File: src/rtl/serial_subtractor.sv
// serial_subtractor: bit-serial a - b - bin, LSB first, one full-subtractor cell and a registered borrow
module serial_subtractor #(
    parameter int WIDTH = 8,
    localparam int CNT_W = $clog2(WIDTH + 1)
) (
    input  logic             clk,
    input  logic             rst_n,
    input  logic             start,
    input  logic [WIDTH-1:0] a,
    input  logic [WIDTH-1:0] b,
    input  logic             bin,
    output logic             busy,
    output logic             done,
    output logic [WIDTH-1:0] diff,
    output logic             bout,
    output logic             ovf
);
    typedef enum logic {IDLE, RUN} state_t;
    state_t state;
    logic [WIDTH-1:0] a_sh, b_sh, res_sh;
    logic [CNT_W-1:0] cnt;
    logic brw, a_msb, b_msb, d, nb, last;
    always_comb begin
        d = a_sh[0] ^ b_sh[0] ^ brw;
        nb = (~a_sh[0] & b_sh[0]) | (~(a_sh[0] ^ b_sh[0]) & brw);
        last = cnt == CNT_W'(WIDTH - 1);
    end
    always_ff @(posedge clk) begin
        if (!rst_n) begin
            state  <= IDLE;
            busy   <= 1'b0;
            done   <= 1'b0;
            diff   <= '0;
            bout   <= 1'b0;
            ovf    <= 1'b0;
            a_sh   <= '0;
            b_sh   <= '0;
            res_sh <= '0;
            brw    <= 1'b0;
            cnt    <= '0;
            a_msb  <= 1'b0;
            b_msb  <= 1'b0;
        end else begin
            done <= 1'b0;
            if (state == IDLE) begin
                if (start) begin
                    a_sh   <= a;
                    b_sh   <= b;
                    brw    <= bin;
                    res_sh <= '0;
                    cnt    <= '0;
                    a_msb  <= a[WIDTH-1];
                    b_msb  <= b[WIDTH-1];
                    busy   <= 1'b1;
                    state  <= RUN;
                end
            end else begin
                res_sh <= {d, res_sh[WIDTH-1:1]};
                a_sh   <= a_sh >> 1;
                b_sh   <= b_sh >> 1;
                brw    <= nb;
                cnt    <= cnt + 1'b1;
                // d is the result MSB on the last bit, so overflow is judged from it directly
                if (last) begin
                    diff  <= {d, res_sh[WIDTH-1:1]};
                    bout  <= nb;
                    ovf   <= (a_msb != b_msb) && (d != a_msb);
                    done  <= 1'b1;
                    busy  <= 1'b0;
                    state <= IDLE;
                end
            end
        end
    end
endmodule
File: config.mk
export PLATFORM = sky130hd
export DESIGN_NAME = serial_subtractor
export DESIGN_NICKNAME = d
export VERILOG_FILES = /design/src/rtl/serial_subtractor.sv
export SDC_FILE = /design/constraint.sdc
export NUM_CORES = 1
export LEC_CHECK = 0
export ABC_AREA = 0
export CAP_MARGIN = 20
export CORE_UTILIZATION = 35
export CTS_BUF_LIST = sky130_fd_sc_hd__clkbuf_8
export DETAILED_ROUTE_END_ITERATION = 10
export PLACE_DENSITY_LB_ADDON = 0.08
export SYNTH_ARGS = -nofsm -noshare
export SYNTH_HDL_FRONTEND = slang
export SYNTH_SLANG_ARGS = --single-unit
File: constraint.sdc
create_clock -name clk -period 1.3 [get_ports clk]
set_input_delay 0.26 -clock clk [delete_from_list [all_inputs] [get_ports clk]]
set_output_delay 0.26 -clock clk [all_outputs]
set_load 0.02 [all_outputs]
==> flow_summary.ini <==
[floorplan]
num_rows = 25
fp.dieArea_mm2 = 0.00548
num_io_pins = 32
chipHeight_um = 74.0
coreArea_mm2 = 0.00485
start_util_pct = 37.5
die_x_um = 74.0

[synthesis]
ys_types = 29
syn_area_mm2 = 0.00182
synth_area_leaders = dfxtp_1 47%, mux2i_1 10%, and2_1 5.2%
synth_top_area_share_pct = 47.4
syn_inst = 188
synth-seq-area-share_pct = 47.4
synth_nets = 210
synth-seq-cells = 43
post_synth.cell_area_avg_um2 = 9.66
yosys.area.top_type = dfxtp_1
yosys_warnings = 0

[timing]
hold_slack_ns = 0.472
hold_viol_final = 0
slew_viol_final = 0
fin_skew_ns = 0.00330
setup_slack_ns = -0.0612
min_period_over_period_pct = 105
rsz0062_at_grt = true
relSlewSlack_pct = 81.5
tns_ns = -0.0612
setup_viol = 1
finalCriticalPeriod_ns = 1.36
worst_slew_pin_slew_ns = 0.277
max_freq_ghz = 0.735

[route]
wl_per_cell_um = 11.5
drc = 0
vias = 1389
drt_iter0_drc = 39
ant_nets = 0
drtPass1Iterations = 4
totalWireLength_um = 3400
vias_per_cell = 4.68

[clock_network]
cts_buffers = 5
clk_pin_slew_worst_paths_ns = 0.08
cts-root-buf = clkbuf_8
cts_setup_buffers = 0
htreeDepth = 2
cts_tree = done
worstSkewPairLatency_ns = 0.29
cts_sinks = 43
clock_path_buffers = 2

[power_and_ir_drop]
ir_drop_mv = 0.415
power_mw = 2.53
pwr_density_cell_mw_per_mm2 = 1060
p_leak_nw = 1.02

[layout]
finalInstanceArea_mm2 = 0.00238
antennaDiodeCount = 0
fin_nets = 251
layout_commonest_cell = dfxtp_1
fin_cells = 297
nFillCells = 470
drive_above_1_share_pct = 16.1
syn_to_final_growth_pct = 31.0
most-common-layout-cells = 38 x dfxtp_1, 19 x mux2i_1, 18 x nand2_1, 18 x clkdlybuf4s50_1
postLayoutCoreUtil_pct = 49.1

[global_routing]
grt_pass1_wl_um = 5930
grt_pass1_vias = 1391
grt_start_max_net_pins = 23
grt_use_total_pct = 14.1
grt-ovfl-total = 0
antenna_found_initial = 0

[placement]
globalplace.congestion = 0.702
dpl_worst_slack_ns = -0.306
hpwl_um = 2450
io_buffers = 31
placed_cell_area_mm2 = 0.00228
placed_cells = 289

[outcome]
status = complete, but fails checks
failed_checks = negative setup slack

[setup_path]
critPathLaunch = a_sh[0]
cp_num_buf_inv = 0
crit_slowest_cell = fa_1
cp.required_ns = 1.49
critical_path.max_stage_delay_ns = 0.57
path_cells = fa_1 > nand2b_1 > o21ai_2 > a22o_1
critPathLaunchType = register
path_delay_family = adder cells
r2r-start = a_sh[0]
worstSetupPathType = register to register
rr_endpoint = ovf
end_kind = register
cp.depth = 4
crit_end = ovf
cp.arrival_ns = 1.55
r2r_setup_slack_ns = -0.06
crit_fanout = 3
reg2regPathDepth = 4

[worst_hold_path]
hp-class = register to register

[flow_run]
cap_violations = 0
## what timing repair did
item,in CTS,in global routing
gates resized for setup,14,11
pin swaps,0,3
hold buffers,0,0
setup endpoints to repair,14,15
## cells by family after synthesis
logic type / Yosys count / share of synthesized area (%)
mux: 19 / 10.5
compound gates: 41 / 14.2
simple gates: 65 / 20.5
flops: 43 / 47.4
buf+inv: 18 / 5.65
fa+ha+maj: 2 / 1.79
## where the power goes
group / internal, mW / leakage, nW / total, mW / switching (mW)
Combinational: 0.190 / 0.617 / 0.335 / 0.145
Clock: 0.368 / 0.0477 / 0.800 / 0.433
Sequential: 1.37 / 0.352 / 1.39 / 0.0271
## layout make-up
type                            count  area (um^2)  area share, %
Clock buffer                        5         68.8           2.89
Clock inverter                      3         15.0          0.631
Inverter                            4         15.0          0.631
Multi-Input combinational cell    127          880           37.0
Sequential cell                    43          867           36.4
Tap cell                           67         83.8           3.52
Timing Repair Buffer               48          450           18.9
## worst min path at each step
stage	from	endpoint	slack [ns]	cells past startpoint
after global placement	busy	busy	0.45	1
final	res_sh[1]	diff[0]	0.47	1
after detailed placement	busy	busy	0.46	1
after CTS	busy	busy	0.47	1
after floorplan	a[7]	a_sh[7]	0.41	2
after global routing	diff[6]	diff[6]	0.49	1
## flip-flops by register name, summed over array words and instances, names as in the netlist, 4 cells and up
| register | count |
|---|---|
| cnt | 4 |
| diff | 8 |
| a_sh | 8 |
| res_sh | 7 |
| b_sh | 8 |
## routing by layer
layer | vias up | part of all wire, % | routed length (um) | GRT usage, %
li1 | 719 | - | - | -
met5 | - | 0 | 0 | 0
met1 | 636 | 47 | 1610 | 16.2
met2 | 29 | 48 | 1620 | 24.4
met3 | 5 | 4.0 | 135 | 4.07
met4 | 0 | 1.1 | 38 | 5.77
## worst register-to-register path: stages, from the launching register on
cell and delay [ns]:
dfxtp_2 0.34, fa_1 0.57, nand2b_1 0.13, o21ai_2 0.05, a22o_1 0.18
## Yosys cell counts
cell type and count:
nand2b_1 2, buf_2 1, and2_4 1, inv_1 4
and4b_1 1, ha_1 1, nor2b_1 12, o211a_1 1
a21o_1 1, nor2b_2 1, fa_1 1, dfxtp_1 43
nor2_1 4, buf_6 3, clkbuf_1 7, buf_4 3
nand3b_1 1, o21ai_0 16, a31oi_1 1, nand4_1 1
o21a_1 1, a21oi_1 10, nand2_1 18, nor3b_1 8
and2_1 15, a22o_1 10, and2b_1 1, mux2i_1 19
o31a_1 1
No activity file was read; power rests on OpenSTA's default activity.
